--- config.mk ---
export PLATFORM = sky130hd
export DESIGN_NAME = tx_frame_arbiter_flat
export DESIGN_NICKNAME = d
export VERILOG_FILES = /design/src/rtl/tx_frame_arbiter_if.sv /design/src/rtl/tx_frame_arbiter.sv /design/src/flat_wrapper.sv
export SDC_FILE = /design/constraint.sdc
export NUM_CORES = 1
export LEC_CHECK = 0
export BUFFER_PORTS_ARGS = -buffer_cell sky130_fd_sc_hd__buf_2
export CORE_AREA = 2 2 155 157
export DETAILED_ROUTE_END_ITERATION = 16
export DIE_AREA = 0 0 157 159
export GPL_TIMING_DRIVEN = 0
export PLACE_DENSITY = 0.58
export REMOVE_ABC_BUFFERS = 1
export SKIP_LAST_GASP = 1
export SYNTH_ARGS = -nofsm -noshare
export SYNTH_HDL_FRONTEND = slang
export SYNTH_SLANG_ARGS = --single-unit
--- constraint.sdc ---
create_clock -name clk -period 4 [get_ports clk]
set_clock_uncertainty 0.05 [all_clocks]
set_input_delay 0 -clock clk [delete_from_list [all_inputs] [get_ports clk]]
set_output_delay 0 -clock clk [all_outputs]
set_load 0.1 [all_outputs]
--- src/rtl/tx_frame_arbiter_if.sv ---
// Requester buses plus the byte-wide tx handshake toward the UART core.
// The arbiter drives through master; the requesters/UART side uses slave.
interface tx_frame_arbiter_if #(
    parameter int N_SRC = 21
);
    logic [N_SRC-1:0]   have_msg_bus;
    logic [8*N_SRC-1:0] data_bus;
    logic [8*N_SRC-1:0] len_bus;
    logic [N_SRC-1:0]   rdreq_bus;
    logic [7:0]         tx_data;
    logic               tx_valid;
    logic               tx_ready;
    logic               busy;
    logic [7:0]         grant_idx;

    modport master (
        input  have_msg_bus, data_bus, len_bus, tx_ready,
        output rdreq_bus, tx_data, tx_valid, busy, grant_idx
    );

    modport slave (
        output have_msg_bus, data_bus, len_bus, tx_ready,
        input  rdreq_bus, tx_data, tx_valid, busy, grant_idx
    );
endinterface

--- src/rtl/tx_frame_arbiter.sv ---
// Round-robin framer: sync, addr, len, payload, xor. tx_valid rises 1 clk after grant;
// holds tx_data while !tx_ready; payload moves at most 1 byte per 2 clk.
module tx_frame_arbiter #(
    parameter int         N_SRC = 21,
    parameter logic [7:0] SYNC  = 8'h55
) (
    input  logic               clk,
    input  logic               rst,
    tx_frame_arbiter_if.master bus
);
    typedef enum logic [2:0] {
        S_IDLE,
        S_SYNC,
        S_ADDR,
        S_LEN,
        S_DATA,
        S_CSUM
    } state_t;

    state_t     state_q, state_d;
    logic [7:0] ptr_q, ptr_d;
    logic [7:0] grant_q, grant_d;
    logic [7:0] cnt_q, cnt_d;
    logic [7:0] csum_q, csum_d;
    logic [7:0] tx_data_q, tx_data_d;
    logic       tx_valid_q, tx_valid_d;
    logic       busy_q, busy_d;

    logic       any_req;
    logic       found_hi;
    logic [7:0] pick_hi, pick_lo, pick;
    logic [7:0] pick_len;
    logic [7:0] head_byte;
    logic       xfer;

    assign any_req   = |bus.have_msg_bus;
    assign pick      = found_hi ? pick_hi : pick_lo;
    assign pick_len  = 8'(bus.len_bus >> {pick, 3'b000});
    assign head_byte = 8'(bus.data_bus >> {grant_q, 3'b000});
    assign xfer      = tx_valid_q & bus.tx_ready;

    // Descending scan so the lowest index wins; prefer indices above the last grant.
    always_comb begin
        found_hi = 1'b0;
        pick_hi  = '0;
        pick_lo  = '0;
        for (int i = N_SRC - 1; i >= 0; i--) begin
            if (bus.have_msg_bus[i]) begin
                pick_lo = 8'(i);
                if (i > int'(ptr_q)) begin
                    found_hi = 1'b1;
                    pick_hi  = 8'(i);
                end
            end
        end
    end

    always_ff @(posedge clk or posedge rst) begin
        if (rst) begin
            state_q    <= S_IDLE;
            ptr_q      <= 8'(N_SRC - 1);
            grant_q    <= '0;
            cnt_q      <= '0;
            csum_q     <= '0;
            tx_data_q  <= '0;
            tx_valid_q <= 1'b0;
            busy_q     <= 1'b0;
        end else begin
            state_q    <= state_d;
            ptr_q      <= ptr_d;
            grant_q    <= grant_d;
            cnt_q      <= cnt_d;
            csum_q     <= csum_d;
            tx_data_q  <= tx_data_d;
            tx_valid_q <= tx_valid_d;
            busy_q     <= busy_d;
        end
    end

    always_comb begin
        state_d    = state_q;
        ptr_d      = ptr_q;
        grant_d    = grant_q;
        cnt_d      = cnt_q;
        csum_d     = csum_q;
        tx_data_d  = tx_data_q;
        tx_valid_d = tx_valid_q;
        busy_d     = busy_q;

        unique case (state_q)
            S_IDLE: begin
                if (any_req) begin
                    grant_d    = pick;
                    ptr_d      = pick;
                    cnt_d      = pick_len;
                    csum_d     = '0;
                    busy_d     = 1'b1;
                    tx_data_d  = SYNC;
                    tx_valid_d = 1'b1;
                    state_d    = S_SYNC;
                end
            end
            S_SYNC: begin
                if (xfer) begin
                    tx_data_d = grant_q;
                    state_d   = S_ADDR;
                end
            end
            S_ADDR: begin
                if (xfer) begin
                    tx_data_d = cnt_q;
                    csum_d    = csum_q ^ grant_q;
                    state_d   = S_LEN;
                end
            end
            S_LEN: begin
                if (xfer) begin
                    csum_d = csum_q ^ cnt_q;
                    if (cnt_q != 8'd0) begin
                        tx_data_d = head_byte;
                        state_d   = S_DATA;
                    end else begin
                        tx_data_d = csum_q ^ cnt_q;
                        state_d   = S_CSUM;
                    end
                end
            end
            S_DATA: begin
                // A valid-low cycle here is the refresh slot after a pop.
                if (!tx_valid_q) begin
                    tx_data_d  = head_byte;
                    tx_valid_d = 1'b1;
                end else if (xfer) begin
                    csum_d = csum_q ^ tx_data_q;
                    cnt_d  = cnt_q - 8'd1;
                    if (cnt_q == 8'd1) begin
                        tx_data_d = csum_q ^ tx_data_q;
                        state_d   = S_CSUM;
                    end else begin
                        tx_valid_d = 1'b0;
                    end
                end
            end
            S_CSUM: begin
                if (xfer) begin
                    tx_valid_d = 1'b0;
                    busy_d     = 1'b0;
                    state_d    = S_IDLE;
                end
            end
            default: state_d = S_IDLE;
        endcase
    end

    assign bus.rdreq_bus = (state_q == S_DATA && xfer) ? (N_SRC'(1) << grant_q) : '0;
    assign bus.tx_data   = tx_data_q;
    assign bus.tx_valid  = tx_valid_q;
    assign bus.busy      = busy_q;
    assign bus.grant_idx = grant_q;

endmodule

--- src/flat_wrapper.sv ---
// flat-port wrapper written by rule: the top's interface ports become plain ports
module tx_frame_arbiter_flat 
#(
    parameter int         N_SRC = 21,
    parameter logic [7:0] SYNC  = 8'h55
)
  (clk, rst, bus_have_msg_bus, bus_data_bus, bus_len_bus, bus_tx_ready, bus_rdreq_bus, bus_tx_data, bus_tx_valid, bus_busy, bus_grant_idx);
  tx_frame_arbiter_if #(.N_SRC(N_SRC)) bus_i ();
  input  logic clk;
  input  logic rst;
  input wire logic [$bits(bus_i.have_msg_bus)-1:0] bus_have_msg_bus;
  input wire logic [$bits(bus_i.data_bus)-1:0] bus_data_bus;
  input wire logic [$bits(bus_i.len_bus)-1:0] bus_len_bus;
  input wire logic [$bits(bus_i.tx_ready)-1:0] bus_tx_ready;
  output wire logic [$bits(bus_i.rdreq_bus)-1:0] bus_rdreq_bus;
  output wire logic [$bits(bus_i.tx_data)-1:0] bus_tx_data;
  output wire logic [$bits(bus_i.tx_valid)-1:0] bus_tx_valid;
  output wire logic [$bits(bus_i.busy)-1:0] bus_busy;
  output wire logic [$bits(bus_i.grant_idx)-1:0] bus_grant_idx;
  assign bus_i.have_msg_bus = bus_have_msg_bus;
  assign bus_i.data_bus = bus_data_bus;
  assign bus_i.len_bus = bus_len_bus;
  assign bus_i.tx_ready = bus_tx_ready;
  assign bus_rdreq_bus = bus_i.rdreq_bus;
  assign bus_tx_data = bus_i.tx_data;
  assign bus_tx_valid = bus_i.tx_valid;
  assign bus_busy = bus_i.busy;
  assign bus_grant_idx = bus_i.grant_idx;
  tx_frame_arbiter #(.N_SRC(N_SRC), .SYNC(SYNC)) u_core (.clk(clk), .rst(rst), .bus(bus_i));
endmodule
==> results.md <==
* Hold Fails Final Rpt at 0
* Clk buf depth at 2
* Final worst path period need at 3.81 ns
* Crit path kind: reg2reg
* Slew headroom at 19.9%
* Crit path max-delay family: compound AO/OA/AOI/OAI gates
* Power Dens Cells at approximately 170 mW/mm^2
* Hold worst-path end: u_core.cnt_q[0]
* Syn Inst Count at 848
* Die Y at 159 um
* Worst hold start: bus_len_bus[32]
* CP max FO at 63
* Initial DRC count at 709
* Crit path cell chain: buf_12 > or4b_1 > o211a_1 > a21boi_0 > o211ai_1 > a21o_1 > nand2_8 > mux2_2 > a22oi_1 > o221a_2 > a31oi_1
* Fmax at 262 MHz
* Maximum number of pins on one net before global-route repair at 64
* Status: completed
* Crit. End Element: flip-flop
* Worst skew pair latency at 0.28 ns
* Drt pass-1 iters at 5
* Count leader, synth: nand2_1
* Hold Path Depth at 5
* Peak VDD IR at between 0.0001 and 0.00015 V
* Initial Utilization at 27.8%
* Area of the multi-input gates at 0.00517 sq mm
* # IOs at 399
* Final Total Pwr at about 1.5 mW
* Yosys top cell area share at 14.3%
* Final setup viols at 0
* WP buf/inv at 1
* CP max-delay cell: dfrtp_4
* Synth cell count leaders: nand2_1, nor2_1, mux2i_1
* Critical Path Start Type: flip-flop
* Synth cell types at 86
* R2R Path Start: u_core.bus.grant_idx[1]
* Drt wl/cell at 18.9 um
* Final WL at roughly 29000 um
* Slew Limit Fails at 0
* Dpl cells at approximately 1500
* Total CTS buffers at 5
* Ratio of cells with drive above 1 in the final layout at 42.8%
* Share of flip-flops with an asynchronous set or reset at 100%
* CTS tree: built
* Leakage at around 4.0 nW
* H-tree levels at 2
* Synth area leader: mux4_2
* Vias in the first global route at about 8000
* Warnings, synthesis at 0
* Final std cells w/o fill at 1515
* Detail Route Antenna Nets at 0
* Crit Reg-Reg Endpoint: u_core.cnt_q[2]
* Per-instance average area after synthesis at 7.60 sq um
* DR vias at 8177
* Sequential area share after synthesis at between 10% and 20%
* Num Clock Sinks at 36
* Crit path arrival time at 3.92 ns
* RSZ-0062 raised after global routing: true
* Drc violations at 0
* P&R area growth vs syn at 37.0%
* Critical Path RT at 4.11 ns
* FF-to-FF path depth at 11
* Clock-pin slew on the worst setup and hold paths at ~0.06 ns
* EDFF count, synth at 0
* Row cnt at between 50 and 60
* Post-DP HPWL at 22700 um
* Overflow after GRT at 0
* Core area at roughly 0.023 sq mm
* Synth area leaders: mux4_2, dfrtp_1, mux2i_1
* Die W at between 150 and 200 um
* Flops & latches, synth at 36
* Nets at between 1500 and 2000
* Port Buffer Count at ~400
* DR vias/cell at 5.40
* GRT Total Usage at between 20% and 30%
* Hold Path Class: in2reg
* Clk root buf: clkbuf_16
* CP max stage delay at 0.59 ns
* Cell Area, Synth at 0.00644 sq mm
* Transition time at the pin with the least slew margin at 1.20 ns
* Global-route wire length before repair at around 43000 um
* Final Wtd Congestion at just under 0.9
* Initial antenna violation count at 1
* FILL cells at between 2000 and 2500
* Max Cap Viol at 0
* Final period utilization at 95.3%
* Worst reg-to-reg setup slack at 0.19 ns
* Die ar. at 0.0250 sq mm
* FF/Latch Area at 922 sq um
* Synth Flop Type: dfrtp_1
## cell usage in the layout, fill, tap and decap left out, types with 29 or more instances in the layout
cell     count
o21ai_0     51
mux2i_1     54
a21oi_1     52
nor2_1      69
nand3_1     42
buf_2      395
mux4_2      41
nand2_1    142
dfrtp_1     31
a31oi_1     29
## cell families after synthesis
group,after synthesis,share of synthesized area [%]
and+or+nand+nor,358,26.5
AOI/OAI and AO/OA,242,25.0
buffers and inverters,83,6.41
other,1,0.0582
xor gates and xnor gates,13,1.77
DFF,36,14.0
muxes,113,25.9
adders and majority gates,2,0.388
## through the flow
step	hold WS (ns)	util [%]	instance area (sq um)	setup WS [ns]	TNS (ns)
floorplan	0.0470	-	6090	-1.66	-31.65
global placement	0.189	36.5	8470	-2.46	-34.43
detailed placement	0.162	36.9	8560	-0.513	-2.22
CTS	0.0859	37.9	8790	0.0772	0
global route	0.119	38.0	8820	-0.0447	-0.0447
finish	0.0887	38.0	8820	0.187	0
## where the power goes
| group | switching, mW | internal, mW | total, mW |
|---|---|---|---|
| Sequential | 0.00309 | 0.366 | 0.369 |
| Clock | 0.161 | 0.293 | 0.454 |
| Combinational | 0.361 | 0.336 | 0.698 |
## timing repair
action / in CTS / in global routing
resized for setup: 4 / 6
pin swaps: 1 / 1
buffers inserted: 2 / 2
hold endpoints to repair: 35 / 0
hold buffers: 2 / 0
gates cloned: 1 / 0
endpoints found under the setup margin: 8 / 10
## metal layers
metal	vias to the layer above	part of all wire (%)	routed length (um)	global-route usage, %
li1	3906	-	-	-
met1	3858	43	12300	29.3
met2	373	49	13900	37.3
met3	40	6.9	1980	2.75
met4	0	1.8	516	4.88
met5	-	0	0	0
## layout make-up
class	instances	share of cell area, %
Antenna cell	1	0.0284
Clock buffer	6	1.46
Clock inverter	2	0.397
Inverter	14	0.596
Multi-Input combinational cell	732	58.6
Sequential cell	36	10.5
Tap cell	319	4.52
Timing Repair Buffer	405	23.9
## how the worst max path moves through the flow
stage               cells past startpoint         endpoint                    start
detailed placement                     10  u_core.cnt_q[6]  u_core.bus.grant_idx[3]
floorplan                              10  u_core.cnt_q[3]  u_core.bus.grant_idx[0]
CTS                                    11  u_core.cnt_q[6]  u_core.bus.grant_idx[1]
finish                                 11  u_core.cnt_q[2]  u_core.bus.grant_idx[1]
global route                           11  u_core.cnt_q[4]  u_core.bus.grant_idx[1]
global placement                        8  u_core.cnt_q[6]  u_core.bus.grant_idx[0]
## state kept, by name, summed over array words and instances (netlist names)
| signal | cells |
|---|---|
| u_core.csum_q | 8 |
| u_core.state_q | 3 |
| u_core.bus.grant_idx | 5 |
| u_core.cnt_q | 8 |
| u_core.bus.busy | 1 |
| u_core.ptr_q | 2 |
| u_core.bus.tx_valid | 1 |
| u_core.bus.tx_data | 8 |
## worst register-to-register path, delay by kind of cell, from the launching register on
kind	cells	cell delay (ns)
compound gates	7	1.38
buf+inv	1	0.23
flops	1	0.59
mux	1	0.45
simple gates	2	0.98
Power figures use the tool's default switching activity.
